--- config.mk ---
export PLATFORM = sky130hd
export DESIGN_NAME = serial_add_ctrl
export DESIGN_NICKNAME = d
export VERILOG_FILES = /design/src/rtl/serial_add_ctrl.sv
export SDC_FILE = /design/constraint.sdc
export NUM_CORES = 1
export LEC_CHECK = 0
export ABC_AREA = 1
export ABC_CLOCK_PERIOD_IN_PS = 5000
export BUFFER_PORTS_ARGS = -buffer_cell sky130_fd_sc_hd__buf_2
export CORE_ASPECT_RATIO = 0.7
export CORE_UTILIZATION = 57
export CTS_BUF_LIST = sky130_fd_sc_hd__clkbuf_16
export DETAILED_ROUTE_END_ITERATION = 10
export PLACE_DENSITY = 0.84
export SETUP_SLACK_MARGIN = 0.02
export SLEW_MARGIN = 10
export SYNTH_ARGS = -nofsm -noshare
export SYNTH_HDL_FRONTEND = slang
export SYNTH_SLANG_ARGS = --single-unit
--- constraint.sdc ---
create_clock -name clk -period 5 [get_ports clk]
set_input_delay 0.25 -clock clk [delete_from_list [all_inputs] [get_ports clk]]
set_output_delay 0.25 -clock clk [all_outputs]
set_load 0.02 [all_outputs]
--- src/rtl/serial_add_ctrl.sv ---
// serial_add_ctrl: a bit-serial adder that processes 2 bits per clock.
// An accepted operand pair is added over WIDTH/2 RUN cycles by a single
// 2-bit slice adder. The result is then held in DONE until the consumer
// takes it.
//
// Optional feature: define SERIAL_ADD_SIGNED_OVF_EN to add the `ovf` output.
// `ovf` flags two's-complement overflow of a+b and is valid with out_valid.
//
// Handshake (both sides): a transfer happens on a rising clk edge where
// valid && ready are both high. Input side: in_ready is high only in IDLE.
// Output side: out_valid is high only in DONE, and sum/ovf stay stable
// until out_ready is seen.
module serial_add_ctrl #(
    parameter int WIDTH = 8
) (
    input  logic             clk,
    input  logic             rst,
    input  logic             in_valid,
    output logic             in_ready,
    input  logic [WIDTH-1:0] a,
    input  logic [WIDTH-1:0] b,
    output logic             out_valid,
    input  logic             out_ready,
    output logic [WIDTH:0]   sum,
    output logic             busy,
`ifdef SERIAL_ADD_SIGNED_OVF_EN
    output logic             ovf,
`endif
    output logic [1:0]       o_dbg_state
);

    localparam int NSLICE = WIDTH / 2;
    localparam int IDXW   = (NSLICE > 1) ? $clog2(NSLICE) : 1;
    localparam logic [IDXW-1:0] LAST_IDX = IDXW'(NSLICE - 1);

    typedef enum logic [1:0] {
        S_IDLE = 2'd0,
        S_RUN  = 2'd1,
        S_DONE = 2'd2
    } state_t;

    state_t           r_state;
    state_t           w_next;
    logic [WIDTH-1:0] r_a;
    logic [WIDTH-1:0] r_b;
    logic             r_carry;
    logic [IDXW-1:0]  r_idx;
    logic [WIDTH:0]   r_sum;
    logic             w_accept;
    logic             w_last;
    logic [WIDTH-1:0] w_a_sh;
    logic [WIDTH-1:0] w_b_sh;
    logic [1:0]       w_x;
    logic [1:0]       w_y;
    logic [2:0]       w_res;

    // Select the current 2-bit slice of each operand. The slice adder is
    // the only adder in the datapath.
    always_comb begin
        w_a_sh   = r_a >> {r_idx, 1'b0};
        w_b_sh   = r_b >> {r_idx, 1'b0};
        w_x      = w_a_sh[1:0];
        w_y      = w_b_sh[1:0];
        w_res    = {1'b0, w_x} + {1'b0, w_y} + {2'b00, r_carry};
        w_last   = (r_idx == LAST_IDX);
        w_accept = in_valid && in_ready;
    end

    // Next-state logic and handshake outputs, decoded from the current state.
    always_comb begin
        w_next    = r_state;
        in_ready  = 1'b0;
        out_valid = 1'b0;
        busy      = 1'b0;
        case (r_state)
            S_IDLE: begin
                in_ready = 1'b1;
                if (in_valid) w_next = S_RUN;
            end
            S_RUN: begin
                busy = 1'b1;
                if (w_last) w_next = S_DONE;
            end
            S_DONE: begin
                busy      = 1'b1;
                out_valid = 1'b1;
                if (out_ready) w_next = S_IDLE;
            end
            default: w_next = S_IDLE;
        endcase
    end

    // State register. Reset wins over any handshake seen on the same edge.
    always_ff @(posedge clk) begin
        if (rst) r_state <= S_IDLE;
        else     r_state <= w_next;
    end

    // Datapath: capture operands on accept, then add one slice per RUN cycle.
    always_ff @(posedge clk) begin
        if (rst) begin
            r_a     <= '0;
            r_b     <= '0;
            r_carry <= 1'b0;
            r_idx   <= '0;
            r_sum   <= '0;
        end else if (w_accept) begin
            r_a     <= a;
            r_b     <= b;
            r_carry <= 1'b0;
            r_idx   <= '0;
        end else if (r_state == S_RUN) begin
            r_sum[{r_idx, 1'b0} +: 2] <= w_res[1:0];
            r_carry                   <= w_res[2];
            r_idx                     <= r_idx + 1'b1;
            if (w_last) r_sum[WIDTH] <= w_res[2];
        end
    end

`ifdef SERIAL_ADD_SIGNED_OVF_EN
    logic r_ovf;

    // Signed overflow is resolved on the last slice. That slice produces
    // sum[WIDTH-1] from the operand MSBs.
    always_ff @(posedge clk) begin
        if (rst) begin
            r_ovf <= 1'b0;
        end else if (r_state == S_RUN && w_last) begin
            r_ovf <= (r_a[WIDTH-1] == r_b[WIDTH-1]) && (w_res[1] != r_a[WIDTH-1]);
        end
    end

    assign ovf = r_ovf;
`endif

    assign sum         = r_sum;
    assign o_dbg_state = r_state;

endmodule

Word-level counts from Yosys, hierarchy flattened --
Cells that the tools add are included.
Storage, ports and cells: bits in registers 30, output and inout port bits 14
Operators by class: multiplexer cells 9, reductions and logical operators 6, bitwise logic cells 1, shift-type cells 4, add/sub/neg operators 4, equality and inequality tests 6
Operator list (number):
- >> shifter 8 x 3 -> 2 bit | 2
- bitwise mux 9 bit | 1
- variable shift 2 x 5 -> 9 bit (first input constant) | 1
- variable part select 2 x 5 -> 9 bit | 1
- two-way mux 2 bit | 3
- != test 2 bit (second input constant) | 3
- one-hot mux 2 bit (3 select lines) | 1
- negation 3 -> 5 bit | 1
- equality test 2 bit (second input constant) | 2
- two-way mux 1 bit | 4
- OR reduction 2 bit | 2
- adder 2 x 2 -> 3 bit | 1
- adder 3 x 1 -> 3 bit | 1
- AND reduction 3 bit | 1
- adder 2 x 1 -> 2 bit (second input constant) | 1
- equality test 2 x 1 -> 1 bit (second input constant) | 1
- logical NOT 2 bit | 1
- AND reduction 2 bit | 1
- logical AND 1 bit | 1
- inverter 1 bit | 1

Longest topological paths before layout --
depth in word-level cells 6, depth in mapped cells 10, mapped depth without buffers 9

Worst setup path after synthesis --
OpenSTA, ideal clock, no wires.
path type register -> register, start point register r_idx[0], end point register r_sum[7] (netlist: sum[7]), data required time 4.930 ns, period minus slack after synthesis 2.146 ns, cell stages (with the launch flop) 11, path slack 2.854 ns, arrival 2.076 ns, buffers on the path 1, setup time 0.070 ns, path through dfxtp_1 inv_1 buf_4 o21ai_0 o22ai_1 fa_1 fa_1 nand2_1 nor2_1 nand2_1 a21oi_1
Between the ends: word-level cells in the longest chain between the ends 5, elaborated cells on any way between the ends 8, classes of those cells add/sub: 3; shift: 4; mux: 1
RTL lines:
- start, declared | line 47 | logic [IDXW-1:0] r_idx;
- start signal, assigned | line 115 | r_idx <= r_idx + 1'b1;
- >> shifter 8 x 3 -> 2 bit, on equally long branches | line 60, 61
- adder 2 x 2 -> 3 bit | line 64 | w_res = {1'b0, w_x} + {1'b0, w_y} + {2'b00, r_carry};
- adder 3 x 1 -> 3 bit | line 64
- variable part select 2 x 5 -> 9 bit | line 113 | r_sum[{r_idx, 1'b0} +: 2] <= w_res[1:0];
- bitwise mux 9 bit * | line 113
- end signal, assigned by index | line 113
- end signal, assigned by index | line 116 | if (w_last) r_sum[WIDTH] <= w_res[2];
- end, declared | line 48 | logic [WIDTH:0] r_sum;
Every way passes the cells marked *; elsewhere a longest branch is shown, timed or not. A chain may end at the register's enable or synchronous reset.

Final worst setup path --
start point register r_idx[0], end point register r_sum[3] (netlist: sum[3])
Same word-level chain as after synthesis.

==> results.json <==
{
  "hpwl_um": 2080,
  "cp.required_ps": 5210,
  "ant_nets": 0,
  "placed_area_mm2": 0.00163,
  "hold_viol": 0,
  "routedWlPerCell_um": 11.3,
  "post-cts-setup-buffers": 0,
  "seq_area_frac_synth_pct": 40.5,
  "r2r_setup_slack_ps": 2270,
  "cp-start-kind": "register",
  "synth_area_per_cell_um2": 7.44,
  "stdcell_count": 267,
  "rows": 15,
  "netlist_area_mm2": 0.00148,
  "clk_pin_slew_ps": 50,
  "min_to": "r_b[4]",
  "rsz0062_at_grt": "false",
  "rr_worst_depth": 9,
  "vdd_drop_max_mv": 0.275,
  "postCtsHoldBufs": 0,
  "drt_iter0_markers": 46,
  "syn_inst": 199,
  "io_pins": 34,
  "cp_max_fo": 16,
  "grt_overflow": 0,
  "gp_congestion": 0.846,
  "clkLatencyLatePin_ps": 270,
  "final_common_cell": "nor2_1",
  "cts.sinks": 30,
  "grt_max_degree": 21,
  "totalWireLength_um": 3020,
  "rr_endpoint": "sum[3]",
  "die_h_um": 44.7,
  "synthArstFlopShare_pct": 0,
  "clockBufferDepth": 2,
  "worst_pin_slew_ps": 459,
  "max-slew-margin-rel_pct": 69.3,
  "fin_crit_sh_pct": 54.6,
  "diodes": 0,
  "hp-start": "b[4]",
  "finalInstanceArea_mm2": 0.00180,
  "drv_slew": 0,
  "holdPathStages": 3,
  "core_mm2": 0.00246,
  "grt_pass1_wl_um": 5080,
  "leakagePower_nw": 0.848,
  "drive_gt1_share_pct": 19.7,
  "fill_cells": 212,
  "power.density_mw_per_mm2": 581,
  "cts_buffers": 5,
  "status": "finished, final reports clean",
  "vias_per_cell": 5.05,
  "grt.total_usage_pct": 24.4,
  "crit_arrival_ps": 2940,
  "ctsResizeCount": 0,
  "finClkSkew_ps": 1.55,
  "vias": 1349,
  "grt_pass1_vias": 1143,
  "first_pass_iters": 4,
  "post-route-drc-count": 0,
  "hold_class": "input port to register",
  "yosysWarnings": 0,
  "r2r-start": "r_idx[0]",
  "pre_cts_slack_ps": 2350,
  "yosysUniqueCellTypes": 23,
  "antenna_found_initial": 0,
  "cp-startpoint": "r_idx[0]",
  "finalSetupViolations": 0,
  "finalCriticalPeriod_ps": 2730,
  "cts_tree": "yes",
  "start_util_pct": 60.3,
  "synthFlopType": "dfxtp_1",
  "root_buffer": "clkbuf_16",
  "cap_viol_max_count": 0,
  "die_w_um": 62.9,
  "fin_nets": 265,
  "syn-num-nets": 232,
  "crit_type": "register to register",
  "die-area_mm2": 0.00281,
  "clock.fmax_ghz": 0.367,
  "layout_setup_ws_ps": 2270,
  "synth_edf_count": 0,
  "ys_seq_elements": 30,
  "dp.cells": 259,
  "area_growth_pct": 21.4,
  "portBuffers": 33,
  "layout_common_cells": "nor2_1 (47), buf_2 (33), nand2_1 (32)",
  "htree_levels": 2,
  "cp-end-kind": "register",
  "fin_setup_tns_ps": 0
}
critical path, stage by stage (launching register included):
cell	delay, ps
dfxtp_1	600
inv_1	340
o21ai_0	260
o22ai_1	110
fa_1	440
fa_1	530
nand2_1	70
nor2_1	130
nand2_1	70
a21oi_1	110
Yosys cell counts (3+ instances only):
library cell  instances  share of area, %
nand4_1               3               1.3
ha_1                 11               9.3
dfxtp_1              30                41
o22ai_1               3               1.3
nand2_1              32               8.1
inv_1                15               3.8
a21oi_1              15               5.1
o21ai_0              25               8.4
nor2_1               47                12
registers in the layout, indices dropped and copies added, names as in the netlist:
name	count
sum	9
r_a	8
r_b	8
o_dbg_state	2
r_idx	2
r_carry	1
area by class of cell:
cell class / count / area, um^2 / share of cell area, %
Clock buffer: 5 / 125 / 6.96
Clock inverter: 3 / 40.0 / 2.23
Inverter: 17 / 66.3 / 3.69
Multi-Input combinational cell: 145 / 758 / 42.2
Sequential cell: 30 / 601 / 33.4
Tap cell: 34 / 42.5 / 2.37
Timing Repair Buffer: 33 / 165 / 9.19
through the flow:
step | util (%) | hold slack (ps) | power, mW
2_1_floorplan | - | 413 | 0.638
3_3_place_gp | 66.4 | 449 | 0.699
3_5_place_dp | 66.4 | 452 | 0.708
4_1_cts | 73.1 | 222 | 1.05
5_1_grt | 73.1 | 240 | 1.12
6_report | 73.1 | 225 | 1.05
per-layer routing:
layer | vias to the layer above | GRT usage, % | wire, um
li1 | 703 | - | -
met1 | 599 | 31.1 | 1450
met2 | 42 | 37.0 | 1350
met3 | 5 | 11.6 | 179
met4 | 0 | 6.98 | 35
met5 | - | 0 | 0
worst max path at each step:
stage / slack [ps] / to
6_report: 2270 / sum[3]
3_3_place_gp: 2420 / sum[3]
4_1_cts: 2270 / sum[3]
3_5_place_dp: 2350 / sum[3]
2_1_floorplan: 2850 / sum[7]
5_1_grt: 1990 / sum[7]
where the power goes:
group	internal, mW	switching, mW	leakage [nW]
Sequential	0.292	0.0374	0.246
Combinational	0.130	0.251	0.518
Clock	0.232	0.102	0.0836
cells by family (layout without fill, tap and decap cells):
kind of cell	count (synthesis)	count (layout)	share of synthesized area, %
and+or+nand+nor	88	88	24.1
adders and majority gates	13	13	12.0
AOI/OAI and AO/OA	44	44	15.1
DFF	30	30	40.5
buffers and inverters	24	58	8.28
No activity file was read; power rests on OpenSTA's default activity.
